**config.mk**
```make
export PLATFORM = sky130hd
export DESIGN_NAME = sec_a2b_serial
export DESIGN_NICKNAME = d
export VERILOG_FILES = /design/src/rtl/sec_a2b_serial_pkg.sv /design/src/rtl/sec_a2b_serial_and.sv /design/src/rtl/sec_a2b_serial.sv
export SDC_FILE = /design/constraint.sdc
export NUM_CORES = 1
export LEC_CHECK = 0
export CORE_MARGIN = 2
export CORE_UTILIZATION = 49
export CTS_CLUSTER_SIZE = 24
export DETAILED_ROUTE_END_ITERATION = 10
export MAX_ROUTING_LAYER = met4
export PLACE_DENSITY_LB_ADDON = 0.05
export SLEW_MARGIN = 20
export SYNTH_ARGS = -nofsm -noshare
export SYNTH_HDL_FRONTEND = slang
export SYNTH_SLANG_ARGS = --single-unit
```
**constraint.sdc**
```tcl
create_clock -name clk_i -period 2.73 [get_ports clk_i]
set_input_delay 0.273 -clock clk_i [delete_from_list [all_inputs] [get_ports clk_i]]
set_output_delay 0.273 -clock clk_i [all_outputs]
set_load 0.005 [all_outputs]
```
**src/rtl/sec_a2b_serial_pkg.sv**
```systemverilog
// sec_a2b_serial_pkg: shared state encoding and derived randomness widths for the serial A2B converter
package sec_a2b_serial_pkg;
  typedef enum logic [1:0] {IDLE, LOAD, ADD, DONE} state_t;
  function automatic int rand_and(input int n);
    return n * (n - 1) / 2;
  endfunction
  function automatic int rand_ref(input int k, input int n);
    return k * (n - 1);
  endfunction
endpackage

```
**src/rtl/sec_a2b_serial_and.sv**
```systemverilog
// sec_and_n: combinational 1-bit ISW AND over N_SHARES Boolean shares
module sec_and_n
  import sec_a2b_serial_pkg::*;
#(
  parameter int N_SHARES = 3,
  parameter int RAND_AND = rand_and(N_SHARES)
) (
  input  logic [N_SHARES-1:0] i_x,
  input  logic [N_SHARES-1:0] i_y,
  input  logic [RAND_AND-1:0] i_r,
  output logic [N_SHARES-1:0] o_z
);
  logic [N_SHARES-1:0] w_m [N_SHARES];
  for (genvar i = 0; i < N_SHARES; i++) begin : g_r
    for (genvar j = 0; j < N_SHARES; j++) begin : g_c
      if (j > i) begin : g_u
        assign w_m[i][j] = i_r[i*N_SHARES - i*(i+1)/2 + j - i - 1];
      end else if (j < i) begin : g_l
        // mask first, then add the second cross term, so no unmasked pair sum appears
        assign w_m[i][j] = (i_r[j*N_SHARES - j*(j+1)/2 + i - j - 1] ^ (i_x[j] & i_y[i])) ^ (i_x[i] & i_y[j]);
      end else begin : g_d
        assign w_m[i][j] = i_x[i] & i_y[i];
      end
    end
    assign o_z[i] = ^w_m[i];
  end
endmodule

```
**src/rtl/sec_a2b_serial.sv**
```systemverilog
// sec_a2b_serial: bit-serial masked ripple-carry A2B conversion, one SecAnd reused for every addition
module sec_a2b_serial
  import sec_a2b_serial_pkg::*;
#(
  parameter  int K_WIDTH  = 32,
  parameter  int N_SHARES = 3,
  localparam int RAND_AND = rand_and(N_SHARES),
  localparam int RAND_REF = rand_ref(K_WIDTH, N_SHARES)
) (
  input  logic                        clk_i,
  input  logic                        rst_ni,
  input  logic                        i_dvld,
  input  logic                        i_rvld,
  input  logic [K_WIDTH*N_SHARES-1:0] i_a,
  input  logic [RAND_REF-1:0]         i_n_ref,
  input  logic [RAND_AND-1:0]         i_n_and,
  output logic [K_WIDTH*N_SHARES-1:0] o_b,
  output logic                        o_dvld,
  output logic                        o_busy
);
  localparam int IW = $clog2(N_SHARES);
  localparam int BW = $clog2(K_WIDTH);
  state_t                             r_state;
  logic [N_SHARES-1:0][K_WIDTH-1:0]   r_a, r_acc, r_y, r_b;
  logic [N_SHARES-1:0]                r_c;
  logic [IW-1:0]                      r_idx;
  logic [BW-1:0]                      r_bit;
  logic                               r_dvld, r_busy;
  logic [K_WIDTH-1:0]                 w_src;
  logic [N_SHARES-1:0][K_WIDTH-1:0]   w_ref, w_acc_n;
  logic [N_SHARES-1:0]                w_x, w_y, w_sum, w_and;
  assign o_b    = r_b;
  assign o_dvld = r_dvld;
  assign o_busy = r_busy;
  always_comb begin
    w_src    = r_state == IDLE ? i_a[K_WIDTH-1:0] : r_a[r_idx];
    w_ref[0] = w_src;
    for (int j = 1; j < N_SHARES; j++) begin
      w_ref[j] = i_n_ref[(j-1)*K_WIDTH +: K_WIDTH];
      w_ref[0] = w_ref[0] ^ w_ref[j];
    end
    for (int s = 0; s < N_SHARES; s++) begin
      w_x[s]     = r_acc[s][0];
      w_y[s]     = r_y[s][0];
      w_sum[s]   = w_x[s] ^ w_y[s] ^ r_c[s];
      w_acc_n[s] = {w_sum[s], r_acc[s][K_WIDTH-1:1]};
    end
  end
  // majority(x,y,c) = ((x^c)&(y^c))^c keeps the only nonlinear step inside SecAnd
  sec_and_n #(.N_SHARES(N_SHARES), .RAND_AND(RAND_AND)) u_and (
    .i_x (w_x ^ r_c),
    .i_y (w_y ^ r_c),
    .i_r (i_n_and),
    .o_z (w_and)
  );
  always_ff @(posedge clk_i or negedge rst_ni) begin
    if (!rst_ni) begin
      r_state <= IDLE;
      r_a     <= '0;
      r_acc   <= '0;
      r_y     <= '0;
      r_b     <= '0;
      r_c     <= '0;
      r_idx   <= '0;
      r_bit   <= '0;
      r_dvld  <= 1'b0;
      r_busy  <= 1'b0;
    end else if (i_rvld) begin
      case (r_state)
        IDLE: if (i_dvld) begin
          r_a     <= i_a;
          r_acc   <= w_ref;
          r_idx   <= IW'(1);
          r_busy  <= 1'b1;
          r_state <= LOAD;
        end
        LOAD: begin
          r_y     <= w_ref;
          r_c     <= '0;
          r_bit   <= '0;
          r_state <= ADD;
        end
        ADD: begin
          r_acc <= w_acc_n;
          for (int s = 0; s < N_SHARES; s++) r_y[s] <= r_y[s] >> 1;
          r_c   <= w_and ^ r_c;
          r_bit <= r_bit + BW'(1);
          if (r_bit == BW'(K_WIDTH - 1)) begin
            if (r_idx == IW'(N_SHARES - 1)) begin
              r_b     <= w_acc_n;
              r_dvld  <= 1'b1;
              r_state <= DONE;
            end else begin
              r_idx   <= r_idx + IW'(1);
              r_state <= LOAD;
            end
          end
        end
        DONE: begin
          r_dvld  <= 1'b0;
          r_busy  <= 1'b0;
          r_state <= IDLE;
        end
        default: r_state <= IDLE;
      endcase
    end
  end
endmodule

```
# Word level (Yosys, flattened, before mapping)
# Cells that the tools add are included.
[classes]
div_mod_pow = 0
add_sub_neg = 2
reduce_logical = 16
shifts = 0
n_bitwise = 26
n_mux = 20
mul = 0
order_cmp = 1
n_eq_ne = 9
[ops]
columns = ["cell", "n"]
rows = [
  ["$pmux W96 S2", 2],
  ["$mux W96", 1],
  ["$bmux W32 S2", 1],
  ["$mux W32", 2],
  ["$xor A32 B32 Y32", 2],
  ["$reduce_and A3 Y1", 4],
  ["$xor A1 B1 Y1", 12],
  ["$mux W2", 5],
  ["$pmux W5 S2", 1],
  ["$and A1 B1 Y1", 9],
  ["$reduce_xor A3 Y1", 3],
  ["$xor A3 B3 Y3", 3],
  ["$ne A2 B2 Y1 const B", 4],
  ["$pmux W2 S4", 1],
  ["$reduce_and A4 Y1", 2],
  ["$reduce_bool A2 Y1", 4],
  ["$eq A2 B2 Y1 const B", 3],
  ["$pmux W3 S2", 1],
  ["$add A5 B1 Y5 const B", 1],
  ["$eq A5 B5 Y1 const B", 1],
  ["$reduce_and A5 Y1", 1],
  ["$pmux W1 S2", 2],
  ["$pmux W2 S2", 1],
  ["$lt A2 B3 Y1 const B", 1],
  ["5 further kinds", 7],
]
[word_totals]
in_bits = 167
latchBits = 0
mem_bits_ro = 0
ff_bits = 398
n_memories = 0
word_cells = 92
ram_bits = 0

# Depth between registers and ports, before layout
[logic_depth]
word_depth = 7
mapped_depth = 10
mapped_depth_nobuf = 8

# Cells and area by module
# Synthesis repeated with hierarchy kept, for this count alone.
[hier_totals]
cells_unflattened = 1724
area_unflattened_um2 = 18808.0
[by_module_without_submodules]
columns = ["module", "area_per_inst_um2", "cells_each", "n_inst"]
rows = [
  ["sec_a2b_serial", 18655.4, 1707, 1],
  ["sec_and_n", 152.6, 17, 1],
]

# Worst setup path before layout
# No wires, ideal clock.
[synth_timing]
kind = "register -> register"
start = "register r_bit[0]"
end = "register r_b, in the netlist o_b[0]"
t_required_ps = 2605
synth_period_minus_slack_ps = 2334
t_arrival_ps = 2209
path_stages_with_launch = 8
slack_ps = 396
cell_sequence = "dfrtp_1 ha_1 and3_1 ha_1 nand4_1 clkbuf_1 clkbuf_1 mux2_2"
[synth_via]
elab_chain_cells = 2
[synth_rtl]
columns = ["element", "line", "source"]
rows = [
  ["start, declared", "sec_a2b_serial.sv:27", "logic [BW-1:0] r_bit;"],
  ["start signal, assigned", "sec_a2b_serial.sv:87", "r_bit <= r_bit + BW'(1);"],
  ["$eq A5 B5 Y1", "sec_a2b_serial.sv:88", "if (r_bit == BW'(K_WIDTH - 1)) begin"],
  ["$reduce_and A4 Y1 (no line)", "--", ""],
  ["end signal, assigned", "sec_a2b_serial.sv:90", "r_b <= w_acc_n;"],
  ["end, declared", "sec_a2b_serial.sv:24", "logic [N_SHARES-1:0][K_WIDTH-1:0] r_a, r_acc, r_y, r_b;"],
]
# No other way between the ends.
# A chain may end at the register's enable or synchronous reset.

# Final worst setup path
[layout_timing]
start = "register r_state[0]"
end = "register r_acc[11] in the netlist's numbering"
[layout_via]
elab_chain_cells = 6
word_cells_on_any_way = 10
[layout_rtl]
columns = ["element", "line", "source"]
rows = [
  ["start, declared", "sec_a2b_serial.sv:23", "state_t r_state;"],
  ["start signal, assigned", "sec_a2b_serial.sv:58", "r_state <= IDLE;"],
  ["start signal, assigned", "sec_a2b_serial.sv:75", "r_state <= LOAD;"],
  ["start signal, assigned", "sec_a2b_serial.sv:81", "r_state <= ADD;"],
  ["$logic_not A2 Y1", "sec_a2b_serial.sv:36, sec_a2b_serial.sv:69", ""],
  ["$mux W32", "sec_a2b_serial.sv:36", "w_src = r_state == IDLE ? i_a[K_WIDTH-1:0] : r_a[r_idx];"],
  ["$xor A32 B32 Y32 (2 in a row)", "sec_a2b_serial.sv:40", "w_ref[0] = w_ref[0] ^ w_ref[j];"],
  ["$mux W96", "sec_a2b_serial.sv:70", "IDLE: if (i_dvld) begin"],
  ["$pmux W96 S2", "sec_a2b_serial.sv:69", "case (r_state)"],
  ["end signal, assigned", "sec_a2b_serial.sv:72", "r_acc <= w_ref;"],
  ["end signal, assigned", "sec_a2b_serial.sv:84", "r_acc <= w_acc_n;"],
  ["end, declared", "sec_a2b_serial.sv:24", ""],
]
# Several ways; a longest one is shown, not always the timed one. The select of a mux whose other input is x is not followed.

==> impl_metrics.env <==
export IMPL_nFillCells=3052
export IMPL_rsz0062_at_grt="false"
export IMPL_yosys_top_cells_area="dfrtp_1 (55%), mux2_2 (14%), a21oi_1 (7.1%)"
export IMPL_powerDensity_nw_per_um2=1020
export IMPL_drt_iter0_markers=790
export IMPL_dp_hpwl_um=32300
export IMPL_final_common_cell="dfrtp_1"
export IMPL_syn2layout_area_growth_pct=24.9
export IMPL_avgSynthCellArea_um2=11.0
export IMPL_slowest_delay_ps=810
export IMPL_synth_edf_count=0
export IMPL_synthesis_area_um2=18100
export IMPL_final_area_um2=22500
export IMPL_slew_headroom=0.332
export IMPL_critPathKind="flip-flop to flip-flop"
export IMPL_cts_setup_buffers=0
export IMPL_p_leak_nw=9.90
export IMPL_fin_worst_skew_ps=15.9
export IMPL_setup_violations=0
export IMPL_crit_path_frequent_cell="a21oi_1"
export IMPL_drive_above_1_share=0.172
export IMPL_routed_via_count=12800
export IMPL_cp_start_kind="flip-flop"
export IMPL_hp_class="input pin to asynchronous set/reset pin"
export IMPL_cts_sinks=398
export IMPL_fp_dieH_um=196
export IMPL_viasPerCell=5.43
export IMPL_crit_chain="inv_1, ha_4, o21ai_4, buf_4, a21oi_1, a21oi_1"
export IMPL_start_util=0.495
export IMPL_gp_congestion=0.867
export IMPL_synth_top_area_cell="dfrtp_1"
export IMPL_io_buffers=264
export IMPL_status="finished, final reports clean"
export IMPL_clk_latency_ps=540
export IMPL_yosysSeqAreaShare=0.552
export IMPL_cts_path_max_buffers=3
export IMPL_wirelength_um=46400
export IMPL_ff2ff_setup_slack_ps=380
export IMPL_fin_crit_sh=0.861
export IMPL_rows=70
export IMPL_placed_area_um2=21100
export IMPL_grt_pass1_wl_um=73600
export IMPL_syn_inst=1646
export IMPL_grt_usage=0.253
export IMPL_arrival_ps=2800
export IMPL_synth_cell_types=47
export IMPL_worst_pin_slew_ps=998
export IMPL_cts_root_buffer="clkbuf_16"
export IMPL_nNetsFinal=2035
export IMPL_ys_async_sr_fraction=1.00
export IMPL_cts_tree="done"
export IMPL_synth_top_area_share=0.552
export IMPL_worstPathRequired_ps=3180
export IMPL_ant_nets=0
export IMPL_path_clk_slew_ps=60
export IMPL_vdd_drop_max_mv=0.567
export IMPL_dpl_worst_slack_ps=394
export IMPL_synthFlopType="dfrtp_1"
export IMPL_drc=0
export IMPL_slew_violations=0
export IMPL_clock_fmax_ghz=0.425
export IMPL_endpoint_kind="flip-flop"
export IMPL_io_pins=265
export IMPL_cts_made_buffers=43
export IMPL_ys_seq_elements=398
export IMPL_die_area_um2=38400
export IMPL_worst_slack_ps=379
export IMPL_cp_max_fo=40
export IMPL_grt_pass1_vias=12900
export IMPL_yosys_warnings=0
export IMPL_post_route_min_period_ps=2350
export IMPL_grt_max_degree=186
export IMPL_wl_per_cell_um=19.7
export IMPL_core_um2=36400
export IMPL_syn_num_nets=1819
export IMPL_htree_levels=2
export IMPL_antenna_found_initial=3
export IMPL_finalSetupTns_ps=0
export IMPL_final_cell_mix="dfrtp_1 (398), clkdlybuf4s50_1 (263), a21oi_1 (257), mux2_2 (224), nand2_1 (147)"
export IMPL_maxCapViolations=0
export IMPL_cp_slowest_cell="o21ai_4"
export IMPL_gr_total_overflow=0
export IMPL_die_w_um=196
export IMPL_hold_viol=0
export IMPL_drtPass1Iterations=5
[metal layers]
layer  part of all wire  GRT usage  wire [um]
met1               0.47      0.357      21700
met2               0.46      0.386      21600
met3              0.049     0.0389       2260
met4              0.020     0.0614        913
met5                  0          -          0
[worst max-delay path: cells and delay by family, from the launching register on]
kind	cells	cell delay, ps
buffers and inverters	2	530
DFF	1	400
adders and majority gates	1	250
AOI/OAI and AO/OA	3	1090
[area by class of cell]
type	instances	area (um2)	area share
inverter	5	18.8	0.000833
multi-input combinational	1122	7620	0.338
clock buffer	66	1310	0.0579
tap	468	586	0.0260
clock inverter	8	67.6	0.00300
sequential	398	9960	0.442
timing repair buffer	292	2970	0.132
antenna	4	10.0	0.000444
[final timing paths]
path / from / to / cells past startpoint
hold / removal: rst_ni / o_b[19] / 2
max in group asynchronous: rst_ni / r_a[78] / 3
min in group clk_i: i_a[34] / r_a[34] / 2
hold reg to reg: r_y[34] / r_y[34] / 2
setup reg to reg: r_state[0] / r_acc[11] / 6
setup / recovery: r_state[0] / r_acc[11] / 6
[sequential cells by signal, indices dropped and copies added, names as in the netlist]
| name | count |
|---|---|
| r_bit | 5 |
| r_idx | 2 |
| r_acc | 96 |
| r_state | 2 |
| r_c | 3 |
| o_b | 96 |
| r_y | 96 |
| r_a | 96 |
| o_busy | 1 |
| o_dvld | 1 |
[synth_stat cells, drive strengths merged (3+ instances only)]
| cell type | n |
|---|---|
| dfrtp | 398 |
| a21o | 3 |
| a221oi | 31 |
| mux2i | 7 |
| inv | 3 |
| ha | 6 |
| nand3b | 3 |
| a21oi | 257 |
| clkbuf | 93 |
| mux2 | 224 |
| nand2 | 148 |
| a22o | 5 |
| buf | 28 |
| nand3 | 6 |
| nor2b | 63 |
| nor2 | 68 |
| xnor2 | 45 |
| o21ai | 132 |
| nor3b | 3 |
| xor2 | 34 |
| nand2b | 35 |
| o21bai | 31 |
[kinds of logic after synthesis]
group,synth area share
AOI/OAI and AO/OA,0.145
xor gates and xnor gates,0.0406
adders and majority gates,0.00416
buffers and inverters,0.0288
DFF,0.552
muxes,0.144
and+or+nand+nor,0.0859
[through the flow]
stage,std cells,hold WS (ps),power (W),utilization
floorplan,1646,-22.6,0.0149,-
global placement,2284,271,0.0171,0.580
detailed placement,2284,270,0.0174,0.580
CTS,2359,310,0.0231,0.618
global route,2362,331,0.0246,0.619
finish,2363,297,0.0229,0.619
[power breakdown]
group          leakage, nW  internal (W)  switching, W
sequential            4.98       0.00807       0.00145
clock                0.677       0.00337       0.00228
combinational         4.24       0.00339       0.00438
[what timing repair did]
item	CTS	global route
setup endpoints to repair	0	0
hold endpoints to repair	54	0
hold buffers	1	0
resized for setup	0	0
Power figures use the tool's default switching activity.
